`src/rtl/uart_pkg.sv`:
```
// Shared definitions for the UART TX arbiter: scheduler states, requester IDs
// and the round-robin pick helper.
// Latency: n/a (types and pure functions only).
// Backpressure: n/a.
package uart_pkg;

  localparam int BYTE_W = 8;

  typedef enum logic [1:0] {
    IDLE       = 2'd0,
    ISSUE      = 2'd1,
    WAIT_BUSY  = 2'd2,
    WAIT_READY = 2'd3
  } sched_state_e;

  localparam logic REQ_CORE = 1'b0;
  localparam logic REQ_ECHO = 1'b1;

  // Round-robin pick between two requesters: on a tie the one that did not
  // win last time goes; otherwise whichever has data. Result is only
  // meaningful when at least one requester is valid.
  function automatic logic pick_requester(input logic core_vld,
                                          input logic echo_vld,
                                          input logic last_grant);
    logic pick;
    if (core_vld && echo_vld) begin
      pick = ~last_grant;
    end else if (echo_vld) begin
      pick = REQ_ECHO;
    end else begin
      pick = REQ_CORE;
    end
    return pick;
  endfunction

endpackage

```
`src/rtl/uart_tx_arbiter_fifo.sv`:
```
// byteFifo: small byte FIFO with a sticky overflow flag, one per TX requester.
// Latency: a push is visible at head/empty on the edge after it is sampled.
// Backpressure: full is exported; a push into a full FIFO is dropped and sets
//   overflow, unless a pop of the same FIFO happens in that cycle.
// Ports: clk, rst (async active-high), push/din (enqueue), pop (dequeue head),
//   head (oldest byte), empty, full, overflow (sticky until reset).
module byteFifo
  import uart_pkg::*;
#(
  parameter int addrSize = 2
) (
  input  logic              clk,
  input  logic              rst,
  input  logic              push,
  input  logic [BYTE_W-1:0] din,
  input  logic              pop,
  output logic [BYTE_W-1:0] head,
  output logic              empty,
  output logic              full,
  output logic              overflow
);

  localparam int DEPTH = 1 << addrSize;

  // Pointers carry one extra wrap bit so full and empty are distinguishable.
  logic [addrSize:0]   wr_ptr_q, wr_ptr_d;
  logic [addrSize:0]   rd_ptr_q, rd_ptr_d;
  logic                ovf_q, ovf_d;
  logic [BYTE_W-1:0]   mem_q [DEPTH];
  logic                do_push, do_pop;

  assign empty = (wr_ptr_q == rd_ptr_q);
  assign full  = (wr_ptr_q[addrSize] != rd_ptr_q[addrSize]) &&
                 (wr_ptr_q[addrSize-1:0] == rd_ptr_q[addrSize-1:0]);

  assign do_pop  = pop && !empty;
  // A slot freed by a same-cycle pop makes room for the incoming byte.
  assign do_push = push && (!full || do_pop);

  assign head     = mem_q[rd_ptr_q[addrSize-1:0]];
  assign overflow = ovf_q;

  always_comb begin
    wr_ptr_d = wr_ptr_q;
    rd_ptr_d = rd_ptr_q;
    ovf_d    = ovf_q;
    if (do_push) begin
      wr_ptr_d = wr_ptr_q + 1'b1;
    end
    if (do_pop) begin
      rd_ptr_d = rd_ptr_q + 1'b1;
    end
    if (push && !do_push) begin
      ovf_d = 1'b1;
    end
  end

  always_ff @(posedge clk or posedge rst) begin
    if (rst) begin
      wr_ptr_q <= '0;
      rd_ptr_q <= '0;
      ovf_q    <= 1'b0;
    end else begin
      wr_ptr_q <= wr_ptr_d;
      rd_ptr_q <= rd_ptr_d;
      ovf_q    <= ovf_d;
    end
  end

  // Storage needs no reset: head is only consumed when the FIFO is non-empty.
  always_ff @(posedge clk) begin
    if (do_push) begin
      mem_q[wr_ptr_q[addrSize-1:0]] <= din;
    end
  end

endmodule

```
`src/rtl/uart_tx_arbiter.sv`:
```
// uart_tx_arbiter: shares one UART transmitter between the core output port
//   and the loader echo path via two byteFifos and a round-robin scheduler.
// Latency: push-to-start_transmit is 2 cycles when idle with tx_ready high.
// Backpressure: full_core/full_echo per requester; pushes into a full FIFO are
//   dropped and flagged in the sticky overflow_core/overflow_echo.
// Ports: sysClk, reset (async active-high); push_*/data_* byte producers;
//   tx_ready (transmitter idle level), start_transmit/data_tx toward the
//   transmitter; full_*, overflow_*, timeout_err (abandon pulse), busy.
module uart_tx_arbiter
  import uart_pkg::*;
#(
  parameter int fifoAddrSize = 2,
  parameter int busyTimeout  = 255
) (
  input  logic       sysClk,
  input  logic       reset,
  input  logic       push_core,
  input  logic [7:0] data_core,
  input  logic       push_echo,
  input  logic [7:0] data_echo,
  input  logic       tx_ready,
  output logic       start_transmit,
  output logic [7:0] data_tx,
  output logic       full_core,
  output logic       full_echo,
  output logic       overflow_core,
  output logic       overflow_echo,
  output logic       timeout_err,
  output logic       busy
);

  localparam int               CNT_W        = (busyTimeout > 1) ? $clog2(busyTimeout) : 1;
  localparam logic [CNT_W-1:0] TIMEOUT_LAST = CNT_W'(busyTimeout - 1);

  logic             core_empty, echo_empty;
  logic [7:0]       core_head, echo_head;
  logic             pop_core, pop_echo;
  logic             grant_vld;
  logic             grant_id;

  sched_state_e     state_q, state_d;
  logic [CNT_W-1:0] cnt_q, cnt_d;
  logic             last_grant_q, last_grant_d;
  logic [7:0]       data_q, data_d;

  byteFifo #(.addrSize(fifoAddrSize)) u_fifo_core (
    .clk      (sysClk),
    .rst      (reset),
    .push     (push_core),
    .din      (data_core),
    .pop      (pop_core),
    .head     (core_head),
    .empty    (core_empty),
    .full     (full_core),
    .overflow (overflow_core)
  );

  byteFifo #(.addrSize(fifoAddrSize)) u_fifo_echo (
    .clk      (sysClk),
    .rst      (reset),
    .push     (push_echo),
    .din      (data_echo),
    .pop      (pop_echo),
    .head     (echo_head),
    .empty    (echo_empty),
    .full     (full_echo),
    .overflow (overflow_echo)
  );

  assign grant_id = pick_requester(!core_empty, !echo_empty, last_grant_q);
  assign pop_core = grant_vld && (grant_id == REQ_CORE);
  assign pop_echo = grant_vld && (grant_id == REQ_ECHO);

  assign data_tx = data_q;
  assign busy    = (state_q != IDLE);

  // tx_ready is assumed already brought into the sysClk domain upstream; it
  // is only used as a level here.
  always_comb begin
    state_d        = state_q;
    cnt_d          = cnt_q;
    last_grant_d   = last_grant_q;
    data_d         = data_q;
    grant_vld      = 1'b0;
    start_transmit = 1'b0;
    timeout_err    = 1'b0;
    case (state_q)
      IDLE: begin
        if (tx_ready && (!core_empty || !echo_empty)) begin
          grant_vld    = 1'b1;
          last_grant_d = grant_id;
          data_d       = (grant_id == REQ_ECHO) ? echo_head : core_head;
          state_d      = ISSUE;
        end
      end
      ISSUE: begin
        start_transmit = 1'b1;
        cnt_d          = '0;
        state_d        = WAIT_BUSY;
      end
      WAIT_BUSY: begin
        // A falling tx_ready wins over a timeout landing on the same edge.
        // timeout_err is high in the last WAIT_BUSY cycle, so it coincides
        // with the edge where the counter would reach busyTimeout.
        if (!tx_ready) begin
          state_d = WAIT_READY;
        end else if (cnt_q == TIMEOUT_LAST) begin
          timeout_err = 1'b1;
          state_d     = IDLE;
        end else begin
          cnt_d = cnt_q + 1'b1;
        end
      end
      WAIT_READY: begin
        if (tx_ready) begin
          state_d = IDLE;
        end
      end
      default: begin
        state_d = IDLE;
      end
    endcase
  end

  always_ff @(posedge sysClk or posedge reset) begin
    if (reset) begin
      state_q      <= IDLE;
      cnt_q        <= '0;
      last_grant_q <= REQ_ECHO;  // core wins the first tie after reset
      data_q       <= '0;
    end else begin
      state_q      <= state_d;
      cnt_q        <= cnt_d;
      last_grant_q <= last_grant_d;
      data_q       <= data_d;
    end
  end

endmodule

```
`config.mk`:
```
export PLATFORM = sky130hd
export DESIGN_NAME = uart_tx_arbiter
export DESIGN_NICKNAME = d
export VERILOG_FILES = /design/src/rtl/uart_pkg.sv /design/src/rtl/uart_tx_arbiter_fifo.sv /design/src/rtl/uart_tx_arbiter.sv
export SDC_FILE = /design/constraint.sdc
export NUM_CORES = 1
export LEC_CHECK = 0
export BUFFER_PORTS_ARGS = -buffer_cell sky130_fd_sc_hd__buf_2
export CAP_MARGIN = 15
export CORE_ASPECT_RATIO = 0.7
export CORE_MARGIN = 4
export CORE_UTILIZATION = 53
export CTS_BUF_LIST = sky130_fd_sc_hd__clkbuf_8 sky130_fd_sc_hd__clkbuf_16
export CTS_CLUSTER_SIZE = 24
export DETAILED_ROUTE_END_ITERATION = 16
export GPL_ROUTABILITY_DRIVEN = 0
export PLACE_DENSITY = 0.83
export RECOVER_POWER = 100
export SLEW_MARGIN = 20
export SYNTH_ARGS = -nofsm -noshare
export SYNTH_HDL_FRONTEND = slang
export SYNTH_SLANG_ARGS = --single-unit
```
`constraint.sdc`:
```
create_clock -name sysClk -period 2.16 [get_ports sysClk]
set_input_delay 0.216 -clock sysClk [delete_from_list [all_inputs] [get_ports sysClk]]
set_output_delay 0.216 -clock sysClk [all_outputs]
set_load 0.005 [all_outputs]
```
After elaboration in Yosys (flattened, before gate mapping)
Memory sizes are Yosys's and may differ from the RTL's. Cells that the tools add are included.

Bits in registers: 33. RAM bits: 64. Bits of input ports: 21. Output and inout bits: 15. Logic and storage cells: 82. Memories kept: 2.

Add/subtract/negate cells: 5. Equality and inequality tests: 15. Mux-type cells: 21. Bitwise logic cells: 2. Reduce and logical (&&, ||, !) cells: 27.

Memories: u_fifo_core.mem_q (depth 4, width 8, rd ports 1, clocked after memory_dff 0, wr ports 1, line uart_tx_arbiter_fifo.sv:29) `logic [BYTE_W-1:0] mem_q [DEPTH];`; u_fifo_echo.mem_q (depth 4, width 8, rd ports 1, clocked after memory_dff 0, wr ports 1, line uart_tx_arbiter_fifo.sv:29).

Operators with widths (count): 2-to-1 mux 8 bit (3); one-hot mux 8 bit (2 select lines) (1); adder 3 x 1 -> 3 bit, second input constant (4); logical AND 1 bit (12); 2-to-1 mux 1 bit (12); adder 8 x 1 -> 8 bit, second input constant (1); == test 8 bit, second input constant (1); 2-to-1 mux 2 bit (4); != test 2 bit, second input constant (4); one-hot mux 2 bit (4 select lines) (1); == test 3 bit (2); logical NOT 1 bit (6); AND reduction 3 bit (2); == test 2 bit (2); == test 2 bit, second input constant (2); nonzero test 2 bit (2); logical OR 1 bit (3); != test 3 bit, second input constant (1); == test 2 x 1 -> 1 bit, second input constant (1); logical NOT 2 bit (1); != test 1 bit (2); NOT 1 bit (2); AND reduction 2 bit (1).

Logic depth before layout (Yosys ltp)
Word-level depth: 12. Gate-level depth with buffers: 7.

Modules after synthesis
From an unflattened synthesis, not the netlist that was laid out.

Cells, all modules: 276. Area, all modules: 4355.4 sq um.

Modules (own cells, without submodules): byteFifo (instances 2, cells each 86, area an instance 1679.1 sq um, seq. area each 1136.1 sq um); uart_tx_arbiter (instances 1, cells each 104, area an instance 997.2 sq um, seq. area each 476.7 sq um).

Worst setup path after synthesis
No wires, ideal clock.

Path kind: flip-flop to flip-flop. Start point: reg state_q[1]. End point: mem u_fifo_echo.mem_q[0][0] (enable). Setup time: 0.371 ns. Arrival: 1.764 ns. Slack: 0.025 ns. Stages on the path, launching flop included: 6. Cells stage by stage: dfrtp_1 > or3b_1 > buf_6 > nor4_4 > o31ai_2 > nor2_1.

Longest elaborated chain between the ends: 8.

RTL lines: from (decl) (line uart_tx_arbiter.sv:41) `sched_state_e state_q, state_d;`; from (signal assigned) (line uart_tx_arbiter.sv:132) `state_q <= state_d;`; logical NOT 2 bit (line uart_tx_arbiter.sv:87) `case (state_q)`; 2-to-1 mux 1 bit (line uart_tx_arbiter.sv:87); logical AND 1 bit (line uart_tx_arbiter.sv:72) `assign pop_echo = grant_vld && (grant_id == REQ_ECHO);`; logical AND 1 bit (line uart_tx_arbiter_fifo.sv:36) `assign do_pop = pop && !empty;`; logical OR 1 bit (line uart_tx_arbiter_fifo.sv:38) `assign do_push = push && (!full || do_pop);`; logical AND 1 bit (line uart_tx_arbiter_fifo.sv:38); 2-to-1 mux 1 bit (line uart_tx_arbiter_fifo.sv:72) `if (do_push) begin`; 2-to-1 mux 1 bit (implied by the code) (line uart_tx_arbiter_fifo.sv:73) `mem_q[wr_ptr_q[addrSize-1:0]] <= din;`; to (decl) (line uart_tx_arbiter_fifo.sv:29).

No other way between the ends.

Worst setup path after layout
Start point: reg state_q[0]. End point: mem u_fifo_core.mem_q[3][2] (enable).

Longest elaborated chain between the ends: 8.

RTL lines: logical NOT 2 bit (line uart_tx_arbiter.sv:87); 2-to-1 mux 1 bit (line uart_tx_arbiter.sv:87); logical AND 1 bit (line uart_tx_arbiter.sv:71) `assign pop_core = grant_vld && (grant_id == REQ_CORE);`; logical AND 1 bit (line uart_tx_arbiter_fifo.sv:36); logical OR 1 bit (line uart_tx_arbiter_fifo.sv:38); logical AND 1 bit (line uart_tx_arbiter_fifo.sv:38); 2-to-1 mux 1 bit (line uart_tx_arbiter_fifo.sv:72); 2-to-1 mux 1 bit (implied by the code) (line uart_tx_arbiter_fifo.sv:73); to (decl) (line uart_tx_arbiter_fifo.sv:29).

No other way between the ends.

==> results.txt <==
- For this design the top-level I/O count stands at 36.
* Slack of the worst reg-to-reg path: 0.05 ns
- Final non-filler cell area: 4930 um2
- Total die area: about 9600 um2
* Dpl cell area: approximately 4700 um2
- The completed layout was analyzed and its total power is ~0.0070 W.
- Max Fanout on Critical Path: 9
* Areal power density over the cells: ~1400 nW/um2
- The first global-routing pass estimated 13700 um of wire.
- Dividing the final minimum period by the clock period gives 0.975.
- Number of buffer cells added on primary ports: 35
* Primary flip-flop cell chosen by synthesis mapping: sky130_fd_sc_hd__edfxtp_1
- Antenna cell count: 0
- STA classifies the critical path startpoint as a flip-flop.
- For the finished layout, the period the worst path requires is 2.11 ns.
- In this run the deepest clock path goes through 2 buffers.
- Global routing finished with a remaining overflow of 0.
- For this configuration, the core starts out at a cell density of 0.545.
* Relative slew margins: 0.287
- Setup Viol. Count Final: 0
- Share of post-route cells with drive strength above 1: 0.228
* Largest clock skew in the final design: between 0.01 and 0.015 ns
* Tot GR Track Use: 0.188
- During synthesis, Yosys emitted a total of 0 warnings.
- Of the synthesized area, sequential elements account for 0.641.
- Count of H-tree levels built during CTS: 3
- CP startpoint: state_q[0]$_DFFE_PP0P_
- Post-Synthesis Cells: 270
- Counting flops and latches in the post-synthesis netlist gives a little under 100.
- The number of clock buffers added by TritonCTS is 9.
* Fill cell count: about 600
- TritonCTS built the clock tree.
- Syn_area_per_cell: ~16 um2
- Data arrives at the worst endpoint at between 2 and 2.5 ns.
- The flow ran to the end, and the final reports show no timing, DRC or antenna violations.
- Routed vias: around 2500
* Leakage power of the design: roughly 1.9 nW
- Area added between synthesis and finish: 14.9%
- Total detailed-routing wirelength: 8250 um
- Critical path class: reg2reg
* Worst R2R Start: state_q[0]$_DFFE_PP0P_
* Setup repair after global routing missed its margin: true
- The worst-case IR drop observed on VDD is between 0.8 and 0.9 mV.
- Transition time of the tightest slew-check pin: 1.07 ns
- End of the worst register-to-register path: u_fifo_core.mem_q[3][2]$_DFFE_PP_
* Endpoint of the most critical setup path: u_fifo_core.mem_q[3][2]$_DFFE_PP_
- The floorplan has 27 rows.
- Wire per inst: between 15 and 20 um
- Antenna violations before repair: 0
- Post-Syn Nets: between 300 and 400
- Routed via count divided by cell count: 5.65
- Hold WC Path Type: in2reg
- Combined area of all synthesized cells: ~4300 um2
- Max-cap violations in this run came to 0.
- Total negative slack for setup checks: 0 ns
- Fraction of registers with async set/reset: 0.340
- The floorplan step set the die height to about 83 um.
* Starting DRC count in detailed routing: ~180
- The worst setup path is captured at a flip-flop.
- Final count of hold timing violations: 0
- After synthesis, the netlist uses between 40 and 50 different library cells.
- The number of max-slew violations in the final report was 0.
- Area of the placeable core: just under 8000 um2
- Summed over all nets, the half-perimeter wirelength after detailed placement is around 5800 um.
- Entering global routing, the biggest net connects 21 pins.
- The later pin in the worst-skew pair is clocked with a latency of 0.35 ns.
- Yosys mapped a number of flops with a built-in enable equal to 64.
- For this run, design rule violations remaining after detail routing come to 0.
* Fin nets: ~360
- Setup slack closes at approximately 0.054 ns.
- The detail route stage leaves a number of antenna-violating nets equal to 0.
- Summing all multi-input logic gate instances after layout gives about 1400 um2.
- The via count of the first global-routing pass came to 2690.
- Fmax: 0.475 GHz
* Post-Place Worst Slack: just over 0.04 ns
- Detailed-router iteration count before antenna repair: 4
- Cell depth of the worst flop-to-flop path: 4
- Die outline width: between 100 and 150 um
- Footprint of the flip-flops and latches: 2750 um2
- For this run, the share of the core covered by cells in the final layout is 0.626.
- Clock tree synthesis selected as its root buffer the cell sky130_fd_sc_hd__clkbuf_16.
- Sink count of the clock tree: just under 100
- After clock tree synthesis, the clock-pin slew on the worst setup and hold paths is 0.07 ns.
* Required time reported for the critical path endpoint: roughly 2.2 ns
==> registers in the layout, summed over array words and instances (netlist names) <==
signal / cells
data_tx: 8
cnt_q: 8
u_fifo_echo.mem_q: 32
last_grant_q: 1
u_fifo_echo.rd_ptr_q: 3
u_fifo_echo.overflow: 1
u_fifo_echo.wr_ptr_q: 3
u_fifo_core.mem_q: 32
u_fifo_core.overflow: 1
state_q: 2
u_fifo_core.rd_ptr_q: 3
u_fifo_core.wr_ptr_q: 3
==> cell type report <==
cell class	count	share of cell area
multi-input cells	134	0.278
clock inverters	6	0.00991
flip-flops and latches	97	0.558
well taps	101	0.0257
clock buffers	10	0.0485
repair buffers	55	0.0566
inverters	31	0.0236
==> kinds of logic after synthesis <==
kind of cell | share of synthesized area
DFF | 0.641
AOI/OAI and AO/OA | 0.0677
adders and majority gates | 0.0350
and+or+nand+nor | 0.0727
muxes | 0.0981
buffers and inverters | 0.0391
xor gates and xnor gates | 0.0461
==> cells in the mapped netlist, types with 3 or more instances <==
cell	instances	area (um2)
sky130_fd_sc_hd__edfxtp_1	64	1920
sky130_fd_sc_hd__dfrtp_1	32	801
sky130_fd_sc_hd__inv_1	31	116
sky130_fd_sc_hd__mux4_2	16	360
sky130_fd_sc_hd__ha_1	12	150
sky130_fd_sc_hd__xnor2_1	11	96.3
sky130_fd_sc_hd__nand3_1	10	50.1
sky130_fd_sc_hd__nand4_1	10	62.6
sky130_fd_sc_hd__nor2_1	6	22.5
sky130_fd_sc_hd__xor2_1	6	52.6
sky130_fd_sc_hd__o221ai_1	5	43.8
sky130_fd_sc_hd__and3_1	4	25.0
sky130_fd_sc_hd__o21ai_0	4	20.0
sky130_fd_sc_hd__mux2_1	3	33.8
sky130_fd_sc_hd__nor3_1	3	15.0
sky130_fd_sc_hd__o211ai_1	3	22.5
sky130_fd_sc_hd__o21a_1	3	22.5
sky130_fd_sc_hd__o221ai_2	3	45.0
sky130_fd_sc_hd__o31ai_1	3	22.5
sky130_fd_sc_hd__xor2_2	3	48.8
==> power by group <==
part / internal [W] / total, W / leakage [nW] / switching [W]
sequential: 0.00256 / 0.00295 / 0.989 / 0.000396
combinational: 0.00115 / 0.00255 / 0.759 / 0.00140
clock: 0.000828 / 0.00152 / 0.143 / 0.000695
total: 0.00454 / 0.00703 / 1.89 / 0.00249
==> worst min path at each step <==
stage / startpoint / to / slack (ns) / cells past startpoint
floorplan: data_core[0] / u_fifo_core.mem_q[0][0]$_DFFE_PP_ / 0.31 / 0
global route: data_core[1] / u_fifo_core.mem_q[1][1]$_DFFE_PP_ / 0.14 / 1
detailed placement: reset / cnt_q[6]$_DFFE_PP0P_ / 0.30 / 2
global placement: reset / cnt_q[6]$_DFFE_PP0P_ / 0.29 / 2
finish: data_core[1] / u_fifo_core.mem_q[1][1]$_DFFE_PP_ / 0.12 / 1
CTS: data_core[1] / u_fifo_core.mem_q[1][1]$_DFFE_PP_ / 0.07 / 1
==> worst max-delay path, stage by stage, from the launching register on <==
cell and delay (ns):
sky130_fd_sc_hd__dfrtp_1 0.42, sky130_fd_sc_hd__or3b_4 0.47, sky130_fd_sc_hd__nor4_1 0.44, sky130_fd_sc_hd__o311a_1 0.25
sky130_fd_sc_hd__clkbuf_4 0.23
==> through the flow <==
| stage | hold WS (ns) | cells |
|---|---|---|
| floorplan | 0.315 | 270 |
| global placement | 0.293 | 417 |
| detailed placement | 0.305 | 417 |
| CTS | 0.0733 | 434 |
| global route | 0.137 | 434 |
| finish | 0.124 | 434 |
==> layer usage <==
metal | global-route usage | wire, um | vias up
li1 | - | - | 1147
met1 | 0.261 | 3590 | 1221
met2 | 0.290 | 4100 | 74
met3 | 0.0554 | 469 | 11
met4 | 0.0554 | 99 | 0
met5 | 0 | 0 | -
==> placed cells by master, fill, tap and decap left out, drive strengths merged, types with 6 or more instances in the layout <==
master  instances
ha             12
nand3          11
nor2            6
dfrtp          32
mux4           16
inv            36
xnor2          11
o221ai          8
nand4          10
clkbuf         40
xor2            9
edfxtp         64
buf            24
==> timing repair <==
action,in CTS,in global routing
gates cloned,0,0
buffers inserted,0,0
hold endpoints to repair,13,0
setup endpoints to repair,1,51
hold buffers,1,0
gates resized for setup,1,2
No activity file was read; power rests on OpenSTA's default activity.
